===== src/rtl/ecc_log_pkg.sv =====
// Shared types for the ECC error logger: event classes, FIFO entry layout and
// the read-flag classifier. ECC_ERR_LOGGER_TIMESTAMP_EN adds a tstamp field to entries.
package ecc_log_pkg;

    localparam int ENTRY_ADDR_W = 16;
    localparam int TSTAMP_W     = 16;

    localparam int FLAG_DET  = 0;
    localparam int FLAG_CORR = 1;
    localparam int FLAG_UNC  = 2;

    typedef enum logic [1:0] {
        NONE   = 2'b00,
        CORR   = 2'b01,
        UNCORR = 2'b10
    } evt_type_e;

    typedef struct packed {
        logic [ENTRY_ADDR_W-1:0] addr;
        logic [1:0]              sel;
        evt_type_e               etype;
`ifdef ECC_ERR_LOGGER_TIMESTAMP_EN
        logic [TSTAMP_W-1:0]     tstamp;
`endif
    } evt_entry_t;

    // A detected error that was not corrected counts as uncorrectable.
    function automatic evt_type_e classify(input logic [0:2] flag);
        evt_type_e c;
        if (flag[FLAG_UNC]) begin
            c = UNCORR;
        end else if (flag[FLAG_CORR]) begin
            c = CORR;
        end else if (flag[FLAG_DET]) begin
            c = UNCORR;
        end else begin
            c = NONE;
        end
        return c;
    endfunction

endpackage


===== src/rtl/ecc_evt_fifo.sv =====
// Single-clock event FIFO of evt_entry_t. A push into a full FIFO is accepted
// only when a pop happens on the same edge; otherwise it is refused.
module ecc_evt_fifo
    import ecc_log_pkg::*;
#(
    parameter int DEPTH = 8
) (
    input  logic       clk,
    input  logic       rst,
    input  logic       push_i,
    input  evt_entry_t entry_i,
    input  logic       pop_i,
    output evt_entry_t head_o,
    output logic       empty_o,
    output logic       full_o
);

    localparam int PTR_W = $clog2(DEPTH);
    localparam int OCC_W = PTR_W + 1;

    evt_entry_t       mem_q [DEPTH];
    logic [PTR_W-1:0] wr_ptr_q, wr_ptr_d;
    logic [PTR_W-1:0] rd_ptr_q, rd_ptr_d;
    logic [OCC_W-1:0] occ_q, occ_d;
    logic             push_ok_s;
    logic             pop_ok_s;

    assign empty_o = (occ_q == {OCC_W{1'b0}});
    assign full_o  = (occ_q == OCC_W'(DEPTH));

    // Handshake qualification, pointer and occupancy next state.
    always_comb begin
        pop_ok_s  = pop_i & ~empty_o;
        push_ok_s = push_i & (~full_o | pop_ok_s);
        wr_ptr_d  = wr_ptr_q;
        rd_ptr_d  = rd_ptr_q;
        if (push_ok_s) begin
            wr_ptr_d = wr_ptr_q + PTR_W'(1);
        end else begin
            wr_ptr_d = wr_ptr_q;
        end
        if (pop_ok_s) begin
            rd_ptr_d = rd_ptr_q + PTR_W'(1);
        end else begin
            rd_ptr_d = rd_ptr_q;
        end
        occ_d = occ_q + OCC_W'(push_ok_s) - OCC_W'(pop_ok_s);
    end

    // Head is forced to zero when empty so stale entries never leak out.
    always_comb begin
        head_o = '0;
        if (!empty_o) begin
            head_o = mem_q[rd_ptr_q];
        end else begin
            head_o = '0;
        end
    end

    // Pointer, occupancy and storage registers.
    always_ff @(posedge clk) begin
        if (rst) begin
            wr_ptr_q <= '0;
            rd_ptr_q <= '0;
            occ_q    <= '0;
            for (int i = 0; i < DEPTH; i++) begin
                mem_q[i] <= '0;
            end
        end else begin
            wr_ptr_q <= wr_ptr_d;
            rd_ptr_q <= rd_ptr_d;
            occ_q    <= occ_d;
            if (push_ok_s) begin
                mem_q[wr_ptr_q] <= entry_i;
            end
        end
    end

endmodule


===== src/rtl/ecc_err_logger.sv =====
// ECC read-error logger: classifies read flags, keeps saturating counters,
// queues events for the MCU and raises irq. Macro ECC_ERR_LOGGER_TIMESTAMP_EN adds evt_tstamp.
module ecc_err_logger
    import ecc_log_pkg::*;
#(
    parameter int ADDR_W = 16,
    parameter int DEPTH  = 8,
    parameter int CNT_W  = 8
) (
    input  logic              clk,
    input  logic              rst,
    input  logic              rd_valid,
    input  logic [0:2]        flag_in,
    input  logic [ADDR_W-1:0] addr_in,
    input  logic [1:0]        ecc_sel_in,
    output logic              evt_valid,
    input  logic              evt_ready,
    output logic [ADDR_W-1:0] evt_addr,
    output logic [1:0]        evt_sel,
    output logic [1:0]        evt_type,
    output logic [CNT_W-1:0]  corr_cnt,
    output logic [CNT_W-1:0]  uncorr_cnt,
    output logic              overflow,
    input  logic              clr,
    input  logic              irq_en,
    output logic              irq
`ifdef ECC_ERR_LOGGER_TIMESTAMP_EN
    ,
    output logic [TSTAMP_W-1:0] evt_tstamp
`endif
);

    localparam logic [CNT_W-1:0] CNT_MAX = {CNT_W{1'b1}};

    evt_type_e        class_s;
    logic             event_s;
    logic             drop_s;
    logic             empty_s;
    logic             full_s;
    evt_entry_t       entry_s;
    evt_entry_t       head_s;
    logic [CNT_W-1:0] corr_q, corr_d;
    logic [CNT_W-1:0] uncorr_q, uncorr_d;
    logic             ovf_q, ovf_d;
    logic             irq_q, irq_d;
`ifdef ECC_ERR_LOGGER_TIMESTAMP_EN
    logic [TSTAMP_W-1:0] tstamp_q;
`endif

    ecc_evt_fifo #(
        .DEPTH (DEPTH)
    ) u_fifo (
        .clk     (clk),
        .rst     (rst),
        .push_i  (event_s),
        .entry_i (entry_s),
        .pop_i   (evt_ready),
        .head_o  (head_s),
        .empty_o (empty_s),
        .full_o  (full_s)
    );

    // Classification, counter/overflow next state and irq request.
    always_comb begin
        class_s  = classify(flag_in);
        event_s  = rd_valid & (class_s != NONE);
        drop_s   = event_s & full_s & ~(evt_ready & ~empty_s);
        entry_s  = '0;
        entry_s.addr  = ENTRY_ADDR_W'(addr_in);
        entry_s.sel   = ecc_sel_in;
        entry_s.etype = class_s;
`ifdef ECC_ERR_LOGGER_TIMESTAMP_EN
        entry_s.tstamp = tstamp_q;
`endif
        corr_d   = corr_q;
        uncorr_d = uncorr_q;
        ovf_d    = ovf_q;
        if (clr) begin
            corr_d   = {CNT_W{1'b0}};
            uncorr_d = {CNT_W{1'b0}};
            ovf_d    = 1'b0;
        end else begin
            ovf_d = ovf_q | drop_s;
            if (event_s && (class_s == CORR) && (corr_q != CNT_MAX)) begin
                corr_d = corr_q + CNT_W'(1);
            end else begin
                corr_d = corr_q;
            end
            if (event_s && (class_s == UNCORR) && (uncorr_q != CNT_MAX)) begin
                uncorr_d = uncorr_q + CNT_W'(1);
            end else begin
                uncorr_d = uncorr_q;
            end
        end
        // Driven from the registered state, so irq trails the FIFO/overflow by a cycle.
        irq_d = irq_en & (~empty_s | ovf_q);
    end

    // Counter, overflow and interrupt registers.
    always_ff @(posedge clk) begin
        if (rst) begin
            corr_q   <= '0;
            uncorr_q <= '0;
            ovf_q    <= 1'b0;
            irq_q    <= 1'b0;
        end else begin
            corr_q   <= corr_d;
            uncorr_q <= uncorr_d;
            ovf_q    <= ovf_d;
            irq_q    <= irq_d;
        end
    end

`ifdef ECC_ERR_LOGGER_TIMESTAMP_EN
    // Free-running cycle counter sampled into each pushed entry.
    always_ff @(posedge clk) begin
        if (rst) begin
            tstamp_q <= '0;
        end else begin
            tstamp_q <= tstamp_q + TSTAMP_W'(1);
        end
    end

    assign evt_tstamp = head_s.tstamp;
`endif

    assign evt_valid  = ~empty_s;
    assign evt_addr   = ADDR_W'(head_s.addr);
    assign evt_sel    = head_s.sel;
    assign evt_type   = head_s.etype;
    assign corr_cnt   = corr_q;
    assign uncorr_cnt = uncorr_q;
    assign overflow   = ovf_q;
    assign irq        = irq_q;

endmodule


===== config.mk =====
export PLATFORM = sky130hd
export DESIGN_NAME = ecc_err_logger
export DESIGN_NICKNAME = d
export VERILOG_FILES = /design/src/rtl/ecc_log_pkg.sv /design/src/rtl/ecc_evt_fifo.sv /design/src/rtl/ecc_err_logger.sv
export SDC_FILE = /design/constraint.sdc
export NUM_CORES = 1
export LEC_CHECK = 0
export BUFFER_PORTS_ARGS = -buffer_cell sky130_fd_sc_hd__buf_2
export CAP_MARGIN = 20
export CORE_ASPECT_RATIO = 1.25
export CORE_MARGIN = 2
export CORE_UTILIZATION = 54
export DETAILED_ROUTE_END_ITERATION = 10
export PLACE_DENSITY = 0.8
export REMOVE_ABC_BUFFERS = 1
export SLEW_MARGIN = 20
export SYNTH_ARGS = -nofsm -noshare
export SYNTH_HDL_FRONTEND = slang
export SYNTH_SLANG_ARGS = --single-unit
export TNS_END_PERCENT = 1

===== constraint.sdc =====
create_clock -name clk -period 2.4 [get_ports clk]
set_input_delay 0.6 -clock clk [delete_from_list [all_inputs] [get_ports clk]]
set_output_delay 0.6 -clock clk [all_outputs]
set_load 0.02 [all_outputs]

== After elaboration in Yosys (flattened, before gate mapping) ==
Memory sizes are Yosys's and may differ from the RTL's. A register that Yosys moved wholly into a read port is not among the register bits.
Index checks and enable logic that the tools add are counted.

* Register bits after elaboration: 28
* Bits in writable memories: 160
* Output and inout bits: 39
* Logic and storage cells: 53
* Memories: 1

{| class="wikitable"
|+ Memory list
! name !! words !! width !! read ports !! clocked after Yosys merged registers in !! wr ports !! line !! text
|-
| u_fifo.mem_q || 8 || 20 || 1 || 1 || 8 || ecc_evt_fifo.sv:21 || <nowiki>evt_entry_t mem_q [DEPTH];</nowiki>
|}

* $add $sub $neg: 6
* Equality and inequality tests: 5
* Multiplexer cells: 14
* Bitwise logic cells: 12
* Reductions and logical operators: 8

{| class="wikitable"
|+ Operators with widths
! operator !! number
|-
| 20-bit two-way mux || 2
|-
| 20-bit OR reduction || 1
|-
| 8-bit by 1-bit adder with 8-bit output (second input constant) || 2
|-
| 8-bit != test (second input constant) || 2
|-
| 3-bit two-way mux || 3
|-
| 3-bit by 1-bit adder with 3-bit output (second input constant) || 2
|-
| 1-bit AND || 6
|-
| 1-bit two-way mux || 6
|-
| 2-bit two-way mux || 3
|-
| 4-bit by 1-bit adder with 4-bit output || 1
|-
| 4-bit equality test (second input constant) || 1
|-
| 1-bit logical AND || 4
|-
| 4-bit zero test || 1
|-
| 4-bit by 1-bit subtractor with 4-bit output || 1
|-
| 1-bit inverter || 3
|-
| 1-bit bitwise OR || 3
|-
| 2-bit by 1-bit equality test with 1-bit output (second input constant) || 1
|-
| 2-bit equality test (second input constant) || 1
|-
| 2-bit nonzero test || 1
|-
| 2-bit OR reduction || 1
|}

== Depth between registers and ports, before layout ==
* Word-level depth: 11
* Mapped depth: 11
* Mapped depth without buffers: 11

== Cells and area by module ==
Synthesis repeated with hierarchy kept, for this count alone.

* Cell total of the unflattened synthesis: 647
* Area total of the unflattened synthesis: 8,729.6 µm²

{| class="wikitable"
|+ By module, submodules not included
! module !! instances !! cells an instance !! area an instance (µm²)
|-
| ecc_evt_fifo || 1 || 548 || 7,832.5
|-
| ecc_err_logger || 1 || 99 || 897.1
|}

== Worst setup path after synthesis ==
No wires, ideal clock.

* Path type: flip-flop to flip-flop
* Start: register u_fifo.occ_q[2]
* End: memory u_fifo.mem_q[0][0] in the netlist's numbering, enable pin
* Library setup time: 0.343 ns
* Arrival: 1.940 ns
* Slack: 0.117 ns
* Cell stages (with the launch flop): 9
* Path buffers: 1
* Clock period less this slack: 2.283 ns
* Cell sequence: dfxtp_1 > inv_1 > ha_1 > or3b_1 > o21ai_2 > inv_2 > and3_1 > buf_2 > or2_1

{| class="wikitable"
|+ RTL lines
! what !! line !! text
|-
| from (decl) || ecc_evt_fifo.sv:24 || <nowiki>logic [OCC_W-1:0] occ_q, occ_d;</nowiki>
|-
| from (signal assigned) || ecc_evt_fifo.sv:65 || <nowiki>occ_q <= '0;</nowiki>
|-
| from (signal assigned) || ecc_evt_fifo.sv:72 || <nowiki>occ_q <= occ_d;</nowiki>
|-
| to (decl) || ecc_evt_fifo.sv:21 ||
|}

==> flow_metrics.env <==
export IMPL_drive_gt1_share_pct=25.1
export IMPL_required_ns=1.80
export IMPL_regArea_um2=5430
export IMPL_dieArea_um2=17200
export IMPL_io_buffers=65
export IMPL_cts_tree="built"
export IMPL_stdcell_area_um2=10100
export IMPL_syn_area_um2=8710
export IMPL_path_max_fanout=14
export IMPL_arrival_ns=2.01
export IMPL_finClkSkew_ns=0.00981
export IMPL_vias=5371
export IMPL_drtIter0Drc=326
export IMPL_drv_cap=0
export IMPL_gp_congestion=0.814
export IMPL_netlist_top_cells_area="edfxtp_1 55%, and2_1 11%, mux4_2 10%"
export IMPL_via_per_inst=5.84
export IMPL_drtPass1Iterations=5
export IMPL_yosys_top_cells_count="160 x edfxtp_1, 152 x and2_1, 40 x mux4_2, 40 x nor2_1, 31 x dfxtp_1"
export IMPL_synth_edf_count=160
export IMPL_setup_viol=20
export IMPL_synth_top_area_share_pct=55.2
export IMPL_syn_area_per_cell_um2=14.2
export IMPL_dpl_instance_area_um2=9410
export IMPL_ant_nets=0
export IMPL_synthCells=615
export IMPL_drc=0
export IMPL_ys_flop_type="edfxtp_1"
export IMPL_synthArstFlopShare_pct=0
export IMPL_core_area_um2=15700
export IMPL_h_tree_depth=4
export IMPL_fin_hold_ws_ns=0.434
export IMPL_run_status="finished with violations"
export IMPL_cts_sinks=191
export IMPL_ys_ff_latch=191
export IMPL_routed_wl_mm=18.9
export IMPL_critical_path_endpoint_type="primary output"
export IMPL_synth_yosys_seq_area_share_pct=62.3
export IMPL_insertion_delay_ns=0.43
export IMPL_violations="negative setup slack"
export IMPL_clock_path_buffers=2
export IMPL_period_needed_ns=2.61
export IMPL_clock_root_buffer="clkbuf_16"
export IMPL_powerDensity_nw_per_um2=895
export IMPL_path_clk_slew_ns=0.07
export IMPL_wl_per_cell_um=20.6
export IMPL_post_route_period_util_pct=109
export IMPL_yosysUniqueCellTypes=48
export IMPL_grt_pass1_wl_mm=29.8
export IMPL_dp_hpwl_mm=11.7
export IMPL_synth_top_area_cell="edfxtp_1"
export IMPL_die_h_um=146
export IMPL_area_delta_synth_final_pct=16.0
export IMPL_grt_pass1_vias=5700
export IMPL_max_freq_mhz=383
export IMPL_leakage_uw=0.00383
export IMPL_critPathLaunchType="flip-flop"
export IMPL_grt_overflow_total=0
export IMPL_row_count=51
export IMPL_yosysMostFrequentCell="edfxtp_1"
export IMPL_dp_slack_ns=-0.0000218
export IMPL_ios=66
export IMPL_multiInputGateArea_um2=3130
export IMPL_grt_max_degree=27
export IMPL_fin_nets=732
export IMPL_yosysWarnings=0
export IMPL_path_cells="buf_12 -> mux4_2 -> mux2i_2 -> nor2_1 -> buf_4"
export IMPL_hold_class="input pin to flip-flop"
export IMPL_finalHoldViolations=0
export IMPL_worst_pin_slew_ns=0.701
export IMPL_nFillCells=1138
export IMPL_max_slew_margin_pct=53.3
export IMPL_grt_total_usage_pct=22.9
export IMPL_start_util_pct=55.5
export IMPL_grt_antenna_before_repair=1
export IMPL_slowest_delay_ns=0.54
export IMPL_path_class="flip-flop to primary output"
export IMPL_slowest_stage="mux4_2"
export IMPL_ir_worst_vdd_uv=942
export IMPL_numCtsBuffers=17
export IMPL_rsz0062_at_grt="true"
export IMPL_timing_reg2reg_setup_slack_ns=0.12
export IMPL_setup_slack_ns=-0.211
export IMPL_die_w_um=118
export IMPL_cts_hold_buf=0
export IMPL_drv_slew=0
==> worst paths after layout <==
check                                   from                          to  depth (start not counted)
setup / recovery                   flip-flop                evt_addr[15]                          5
hold / removal                        irq_en              irq$_SDFF_PP0_                          2
setup reg to reg  u_fifo.occ_q[2]$_SDFF_PP0_  u_fifo.occ_q[2]$_SDFF_PP0_                          9
hold reg to reg          overflow$_SDFF_PP0_         overflow$_SDFF_PP0_                          2
==> through the flow <==
stage	utilization, %	TNS (ns)	total power [uW]	cells
global placement	59.9	0	6070	884
finish	64.4	-3.11	9050	919
detailed placement	59.9	-0.0000218	6140	884
CTS	64.5	-3.70	9120	919
global route	64.4	-4.95	9400	918
floorplan	-	-32.62	5420	581
==> area by class of cell <==
type | instances | area share [%]
clock buffer | 19 | 4.28
clock inverter | 11 | 1.42
antenna | 1 | 0.0248
inverter | 9 | 0.359
timing repair buffer | 95 | 6.64
tap | 212 | 2.62
sequential | 191 | 53.7
multi-input combinational | 381 | 30.9
==> metal layers <==
| metal | track usage (%) | routed length, um | vias to the layer above |
|---|---|---|---|
| met5 | 0 | 0 | - |
| met4 | 9.82 | 563 | 0 |
| met3 | 5.92 | 1130 | 44 |
| met2 | 39.8 | 9940 | 196 |
| met1 | 26.9 | 7260 | 2709 |
| li1 | - | - | 2422 |
==> worst max-delay path, delay by kind of cell, from the launching register on <==
family	cells	cell delay (ns)
buf+inv	2	0.36
flops	1	0.43
mux	2	0.73
simple gates	1	0.06
==> cells in the final DEF, fill, tap and decap left out, types with 9 or more instances in the layout <==
master | netlist | layout
mux4_2 | 40 | 40
buf_4 | 0 | 25
clkbuf_16 | 0 | 17
dfxtp_1 | 31 | 30
a21oi_1 | 13 | 13
buf_2 | 11 | 61
nor2_1 | 40 | 40
and2_1 | 152 | 152
ha_1 | 9 | 9
and3_1 | 12 | 12
edfxtp_1 | 160 | 160
mux2i_1 | 21 | 19
==> registers in the layout, indices dropped and copies added, names as in the netlist, named ones only <==
register and count:
corr_cnt 8, irq 1, overflow 1, u_fifo.mem_q 160
u_fifo.occ_q 4, u_fifo.rd_ptr_q 3, u_fifo.wr_ptr_q 3, uncorr_cnt 8
==> logic make-up after synthesis <==
family	count (synthesis)	share of synthesized area, %
AND/OR/NAND/NOR	265	17.9
XOR/XNOR	11	1.11
buffers and inverters	43	2.01
AO/OA/AOI/OAI	34	2.38
flip-flops	191	62.3
adder cells (fa/ha/maj)	10	1.52
multiplexers	61	12.8
==> power by group <==
part / leakage [uW] / total (uW) / switching, uW / internal (uW)
Sequential: 0.00191 / 3940 / 114 / 3830
Clock: 0.000272 / 2790 / 1170 / 1620
Combinational: 0.00165 / 2320 / 1240 / 1080
==> repair_timing <==
item / CTS / global route
buffers inserted: 2 / 0
cloned: 3 / 0
hold endpoints to repair: 0 / 0
resized for setup: 10 / 5
endpoints found under the setup margin: 21 / 47
(Power assumes the default switching activity.)
